--- src/rtl/tri_hit_sched.sv ---
// Triangle hit scheduler: issues indices 0..tri_count-1 to a hit-test datapath and keeps the nearest positive hit.
// Define TRI_HIT_SCHED_ANY_HIT_EN to add the any_hit input (stop issuing at the first qualifying hit).
module tri_hit_sched #(
  parameter int IDX_W   = 10,
  parameter int T_W     = 32,
  parameter int MAX_OUT = 8
) (
  input  logic             clk,
  input  logic             rst,
  input  logic             start,
  input  logic [IDX_W:0]   tri_count,
`ifdef TRI_HIT_SCHED_ANY_HIT_EN
  input  logic             any_hit,
`endif
  output logic             busy,
  output logic             iss_valid,
  input  logic             iss_ready,
  output logic [IDX_W-1:0] iss_idx,
  input  logic             res_valid,
  input  logic             res_hit,
  input  logic [T_W-1:0]   res_t,
  input  logic [IDX_W-1:0] res_idx,
  output logic             done,
  output logic             hit_any,
  output logic [IDX_W-1:0] hit_idx,
  output logic [T_W-1:0]   hit_t
);
  localparam int OUT_W = $clog2(MAX_OUT + 1);

  typedef enum logic [1:0] {IDLE, ISSUE, DRAIN, DONE} state_t;

  state_t           state;
  logic [IDX_W-1:0] idx;
  logic [IDX_W:0]   cnt;
  logic [OUT_W-1:0] outstanding, out_nxt;
  logic             any_mode;
  logic             fire, res_ok, t_pos, t_lt, upd, last;

  assign busy      = state != IDLE;
  assign iss_valid = (state == ISSUE) && (outstanding < OUT_W'(MAX_OUT));
  assign iss_idx   = idx;
  assign fire      = iss_valid && iss_ready;
  // A result with nothing in flight is stale (e.g. from before a reset) and is dropped.
  assign res_ok    = res_valid && (outstanding != '0);
  assign last      = {1'b0, idx} == (cnt - (IDX_W+1)'(1));
  assign out_nxt   = outstanding + OUT_W'(fire) - OUT_W'(res_ok);

  assign t_pos = !res_t[T_W-1] && (res_t != '0);
  assign t_lt  = $signed(res_t) < $signed(hit_t);
  // Strict less-than keeps the earlier index on ties; in any-hit mode only the first hit lands.
  assign upd   = res_ok && res_hit && t_pos && (!hit_any || t_lt) && !(any_mode && hit_any);

`ifdef TRI_HIT_SCHED_ANY_HIT_EN
  always_ff @(posedge clk) begin
    if (rst)                        any_mode <= 1'b0;
    else if (state == IDLE && start) any_mode <= any_hit;
  end
`else
  assign any_mode = 1'b0;
`endif

  always_ff @(posedge clk) begin
    if (rst) begin
      state       <= IDLE;
      idx         <= '0;
      cnt         <= '0;
      outstanding <= '0;
      done        <= 1'b0;
      hit_any     <= 1'b0;
      hit_idx     <= '0;
      hit_t       <= '0;
    end else begin
      done        <= state == DONE;
      outstanding <= out_nxt;
      if (upd) begin
        hit_any <= 1'b1;
        hit_idx <= res_idx;
        hit_t   <= res_t;
      end
      case (state)
        IDLE: if (start) begin
          cnt     <= tri_count;
          idx     <= '0;
          hit_any <= 1'b0;
          hit_idx <= '0;
          hit_t   <= '0;
          state   <= (tri_count == '0) ? DONE : ISSUE;
        end
        ISSUE: begin
          if (fire) idx <= idx + IDX_W'(1);
          if (upd && any_mode)  state <= DRAIN;
          else if (fire && last) state <= DRAIN;
        end
        DRAIN: if (out_nxt == '0) state <= DONE;
        DONE:  state <= IDLE;
        default: state <= IDLE;
      endcase
    end
  end
endmodule

--- config.mk ---
export PLATFORM = sky130hd
export DESIGN_NAME = tri_hit_sched
export DESIGN_NICKNAME = d
export VERILOG_FILES = /design/src/rtl/tri_hit_sched.sv
export SDC_FILE = /design/constraint.sdc
export NUM_CORES = 1
export LEC_CHECK = 0
export ABC_AREA = 1
export CORE_UTILIZATION = 50
export CTS_BUF_LIST = sky130_fd_sc_hd__clkbuf_2
export DETAILED_ROUTE_END_ITERATION = 12
export GPL_ROUTABILITY_DRIVEN = 0
export PLACE_DENSITY = 0.83
export SLEW_MARGIN = 20
export SYNTH_ARGS = -nofsm -noshare
export SYNTH_HDL_FRONTEND = slang
export SYNTH_SLANG_ARGS = --single-unit
--- constraint.sdc ---
create_clock -name clk -period 3.11 [get_ports clk]
set_clock_uncertainty 0.15 [all_clocks]
set_input_delay 0.311 -clock clk [delete_from_list [all_inputs] [get_ports clk]]
set_output_delay 0.311 -clock clk [all_outputs]
set_load 0.01 [all_outputs]
* Word-level counts from Yosys, hierarchy flattened
Cells that the tools add are included.
** Word-level totals
- Flip-flop bits (word level) :: 71
- Input port bits :: 59
- Output and inout bits :: 56
- Word-level logic and storage cells :: 60
** Operators by class
- Add/sub/neg operators :: 4
- Order comparisons :: 2
- Equal/unequal tests :: 8
- Multiplexer cells :: 17
- Reductions and logical operators :: 21
** Operators with widths (number)
- $mux W32 :: 3
- $mux W10 :: 5
- $lt A32 B32 Y1 :: 1
- $reduce_bool A32 Y1 :: 1
- $pmux W10 S2 :: 1
- $eq A10 B11 Y1 :: 1
- $logic_not A11 Y1 :: 1
- $sub A11 B1 Y11 const B :: 1
- $add A10 B1 Y10 const B :: 1
- $logic_and A1 B1 Y1 :: 8
- $mux W2 :: 4
- $pmux W2 S4 :: 1
- $ne A2 B2 Y1 const B :: 3
- $reduce_and A3 Y1 :: 2
- $add A4 B1 Y4 :: 1
- $eq A2 B2 Y1 const B :: 2
- $logic_not A4 Y1 :: 1
- $lt A4 B4 Y1 const B :: 1
- $reduce_bool A2 Y1 :: 2
- $reduce_bool A4 Y1 :: 1
- $sub A4 B1 Y4 :: 1
- $mux W1 :: 3
- $eq A2 B1 Y1 const B :: 1
- $logic_not A1 Y1 :: 2
- 4 further kinds :: 4

* Longest topological paths before layout
Gate-level depths: netlist of the first run.
- Word-level depth :: 8
- Mapped depth :: 20
- Depth with buffers taken out :: 18

* Worst setup path after synthesis of the first run
Ideal clock, no wire load.
- Path kind :: register to register
- Start point :: reg state[1]
- End point :: reg state[0]
- Setup time :: 115 ps
- Arrival time :: 2462 ps
- Required time :: 2845 ps
- Slack :: 383 ps
- Cell stages (with the launch flop) :: 16
- Buffers on the path :: 0
- Cells stage by stage :: dfxtp_1 -> inv_1 -> ha_1 -> inv_1 -> nor2_4 -> nand2_2 -> ha_1 -> inv_1 -> ha_1 -> fa_1 -> xnor2_1 -> nand4_1 -> a21oi_1 -> nand3_1 -> nand2_1 -> nor2_1
** Between the ends
- Longest elaborated chain between the ends :: 8
- Elaborated cells between the ends (all ways) :: 15
** RTL lines
- start: declaration :: RTL line 32 : state_t state;
- start signal: assignment :: RTL line 87 : state <= (tri_count == '0) ? DONE : ISSUE;
- $eq A2 B1 Y1 (*) :: RTL line 40 : assign iss_valid = (state == ISSUE) && (outstanding < OUT_W'(MAX_OUT));
- $logic_and A1 B1 Y1 (*) :: RTL line 40
- via iss_valid :: RTL line 16 : output logic iss_valid,
- $logic_and A1 B1 Y1 (*) :: RTL line 42 : assign fire = iss_valid && iss_ready;
- $add A4 B1 Y4 :: RTL line 46 : assign out_nxt = outstanding + OUT_W'(fire) - OUT_W'(res_ok);
- $sub A4 B1 Y4 :: RTL line 46
- $logic_not A4 Y1 :: RTL line 94 : DRAIN: if (out_nxt == '0) state <= DONE;
- $ne A2 B2 Y1 (no source line)
- $reduce_and A3 Y1 (no source line) (*)
The timed path passes the listed nets; every way through them passes the cells marked *.
A chain may end at the register's enable or synchronous reset.

* Worst setup path after layout of the first run
- Start point :: reg state[1]
- End point :: reg state[1]
** Between the ends
- Longest elaborated chain between the ends :: 8
- Elaborated cells between the ends (all ways) :: 15
** RTL lines (RTL line)
- $eq A2 B1 Y1 :: 40, 80
- $logic_and A1 B1 Y1 :: 40
- $logic_and A1 B1 Y1 :: 42
- $add A4 B1 Y4 :: 46
- $sub A4 B1 Y4 :: 46
- $logic_not A4 Y1 :: 94
- $ne A2 B2 Y1 (no source line)
- $reduce_and A3 Y1 (no source line)
Several ways; a longest one is shown, not always the timed one.

==> metrics.yaml, run 1 <==
outcome: "finished, final reports clean"
crit_type: "flop to flop"
synth_most_common_cell: "nand2_1"
dp_hpwl_um: 7590
peakVddDrop_v: 0.000512
wl_per_cell_um: 11.9
netlist_instances: 606
path_clk_slew_ns: 0.21
slew_headroom_pct: 45.6
drtIter0Drc: 129
power.net_switching_mw: 1.30
synth_ff_type: "dfxtp_1"
synthesis.nets: 709
cts_tree: "yes"
cp-start-kind: "flop"
finalSetupViolations: 0
rrSetupSlack_ns: 0.20
synth_area_leaders: "dfxtp_1 (34%), ha_1 (13%), nand2_1 (12%)"
p_leak_nw: 2.55
die_y_um: 93.0
fin_ws_ns: 0.201
ys_ff_latch: 71
power_mw: 3.32
overflow: 0
finalCriticalPeriod_ns: 2.91
yosys.area_share.adder_pct: 13.5
yosysTopAreaCellShare_pct: 34.3
slew_viol_final: 0
initial_core_util_pct: 52.5
final.period_utilization_pct: 93.5
max_stage_delay_ns: 0.38
synth_area_leader_cell: "dfxtp_1"
synthArstFlopShare_pct: 0
via_per_inst: 4.92
cts-root-buf: "clkbuf_2"
finish.instance_area_sq_um: 5550
combPwrFrac_pct: 44.4
io_buffers: 114
synth_warnings: 0
grt_pass1_vias: 3912
synth.distinct_cells: 30
die_w_um: 93.0
switching_share_pct: 39.0
fmax_ghz: 0.344
maxCapViolations: 0
synth_xor_area_share_pct: 4.02
worstPathCellList: "inv_1 -> ha_2 -> inv_1 -> nor2_4 -> nand2_2 -> ha_1 -> inv_1 -> ha_1 -> fa_1 -> xnor2_1 -> nand4_1 -> a21oi_2 -> nand3_1 -> nand2_1 -> nor2_1"
sequentialPowerShare_pct: 34.7
tightest_slew_ns: 0.810
power_density_nw_per_um2: 599
vias: 4054
holdBufCountCts: 0
yosys-top-cells-count: "nand2_1 (133), nor2_1 (126), inv_1 (86), dfxtp_1 (71), ha_1 (43)"
routed_wl_um: 9830
antenna_found_initial: 0
cp_common_cell: "inv_1"
hold_slack_ns: 0.201
required_ns: 3.37
synth_compound_area_share_pct: 7.25
grt_max_degree: 84
endpoint_kind: "flop"
grt_use_total_pct: 23.5
cts_setup_buffers: 0
yosys.area_share.simple_pct: 31.5
syn_area_sq_um: 4140
grt_first_pass_wirelength_um: 16500
avgSynthCellArea_sq_um: 6.84
hold_class: "primary input to flop"
cts_sinks: 71
p_clk_share_pct: 20.8
std_cell_rows: 32
ant_nets: 0
drtPass1Iterations: 4
clkLatencyLatePin_ns: 0.52
yosysSeqAreaShare_pct: 34.3
die_area_sq_um: 8660
fin_setup_tns_ns: 0
syn_to_final_growth_pct: 33.8
pre_cts_ws_ns: 0.126
place_area_sq_um: 5380
synth_top_family_by_area: "simple AND/OR/NAND/NOR gates"
cp_slowest_cell: "dfxtp_1"
dp_cells: 808
drive_gt1_share_pct: 4.02
p_int_mw: 2.03
muxShareOfSynthArea_pct: 0
core_sq_um: 7890
post-route-util_pct: 70.3
ioPinCount: 115
h-tree-depth: 3
critPathTopFamily: "adder cells"
clock_path_buffers: 2
rsz0062_at_grt: "no"
cts_resized: 0
final_nets: 820
insertedDiodeCount: 0
finalHoldViolCount: 0
synth_edf_count: 0
stdcell_count: 824
cp_max_fo: 4
numCtsBuffers: 9
drc: 0
arrival_ns: 3.17
crit_buf_inv: 3
-- logic make-up after synthesis --
logic type,count (synthesis)
AO/OA/AOI/OAI,56
XOR/XNOR,19
flip-flops,71
buffers and inverters,102
AND/OR/NAND/NOR,314
adder cells (fa/ha/maj),44
-- cells in the final DEF (no fill, tap or decap), drive strengths merged --
cell type      instances
nor4                  11
xnor2                 12
nand2                135
nand4                 10
ha                    43
nor3b                  5
nor2                 129
buf                    2
clkdlybuf4s50        114
a21oi                 30
nor3                  11
clkbuf                10
clkinv                 3
o21ai                 20
or2                    2
xor2                   7
dfxtp                 71
inv                   86
fa                     1
bufinv                 3
a32oi                  1
o21bai                 1
nand3                 11
o21a                   1
a21boi                 1
o211ai                 2
-- flip-flops by register name, summed over array words and instances, names as in the netlist --
signal	cells
hit_t	32
state	2
cnt	11
done	1
hit_any	1
iss_idx	10
outstanding	4
hit_idx	10
-- worst reg2reg max path: stages (launching register included) --
cell,delay [ns]
dfxtp_1,0.38
inv_1,0.11
ha_2,0.23
inv_1,0.08
nor2_4,0.10
nand2_2,0.08
ha_1,0.28
inv_1,0.04
ha_1,0.20
fa_1,0.38
xnor2_1,0.21
nand4_1,0.13
a21oi_2,0.22
nand3_1,0.11
nand2_1,0.08
nor2_1,0.04
-- area by class of cell --
| cell class | count | area [sq um] |
|---|---|---|
| fillers | 629 | 2340 |
| repair buffers | 116 | 1170 |
| flip-flops and latches | 71 | 1420 |
| inverters | 86 | 323 |
| clock buffers | 10 | 50.0 |
| well taps | 102 | 128 |
| multi-input cells | 433 | 2350 |
| clock inverters | 6 | 109 |
-- power groups by stage --
| stage | Sequential, mW | Combinational, mW | Clock [mW] |
|---|---|---|---|
| finish | 1.15 | 1.48 | 0.692 |
| global route | 1.17 | 1.66 | 0.740 |
| CTS | 1.15 | 1.47 | 0.705 |
| detailed placement | 1.17 | 1.46 | 0 |
| global placement | 1.17 | 1.40 | 0 |
| floorplan | 1.18 | 0.964 | 0 |
-- routing by layer --
metal | global-route usage, % | routed length [um] | vias to the layer above
met1 | 27.5 | 4400 | 1818
met4 | 8.97 | 173 | 0
met5 | 0 | 0 | -
met3 | 3.90 | 523 | 14
li1 | - | - | 2120
met2 | 42.7 | 4730 | 102
-- final timing paths --
path               from  cells past startpoint          to
max            state[1]                     15    state[1]
min          res_idx[7]                      3  hit_idx[7]
max reg2reg    state[1]                     15    state[1]
min reg2reg   hit_t[31]                      2   hit_t[31]
(Power assumes the default switching activity.)
==> inputs of run 2 (changes only) <==
--- a/config.mk
+++ b/config.mk
@@ -8,6 +8,7 @@
 export ABC_AREA = 1
 export CORE_UTILIZATION = 50
 export CTS_BUF_LIST = sky130_fd_sc_hd__clkbuf_2
+export CTS_CLUSTER_DIAMETER = 40
 export DETAILED_ROUTE_END_ITERATION = 12
 export GPL_ROUTABILITY_DRIVEN = 0
 export PLACE_DENSITY = 0.83
==> results of run 2 <==
Same layout as run 1: the final DEF is identical, and so are final timing and power.
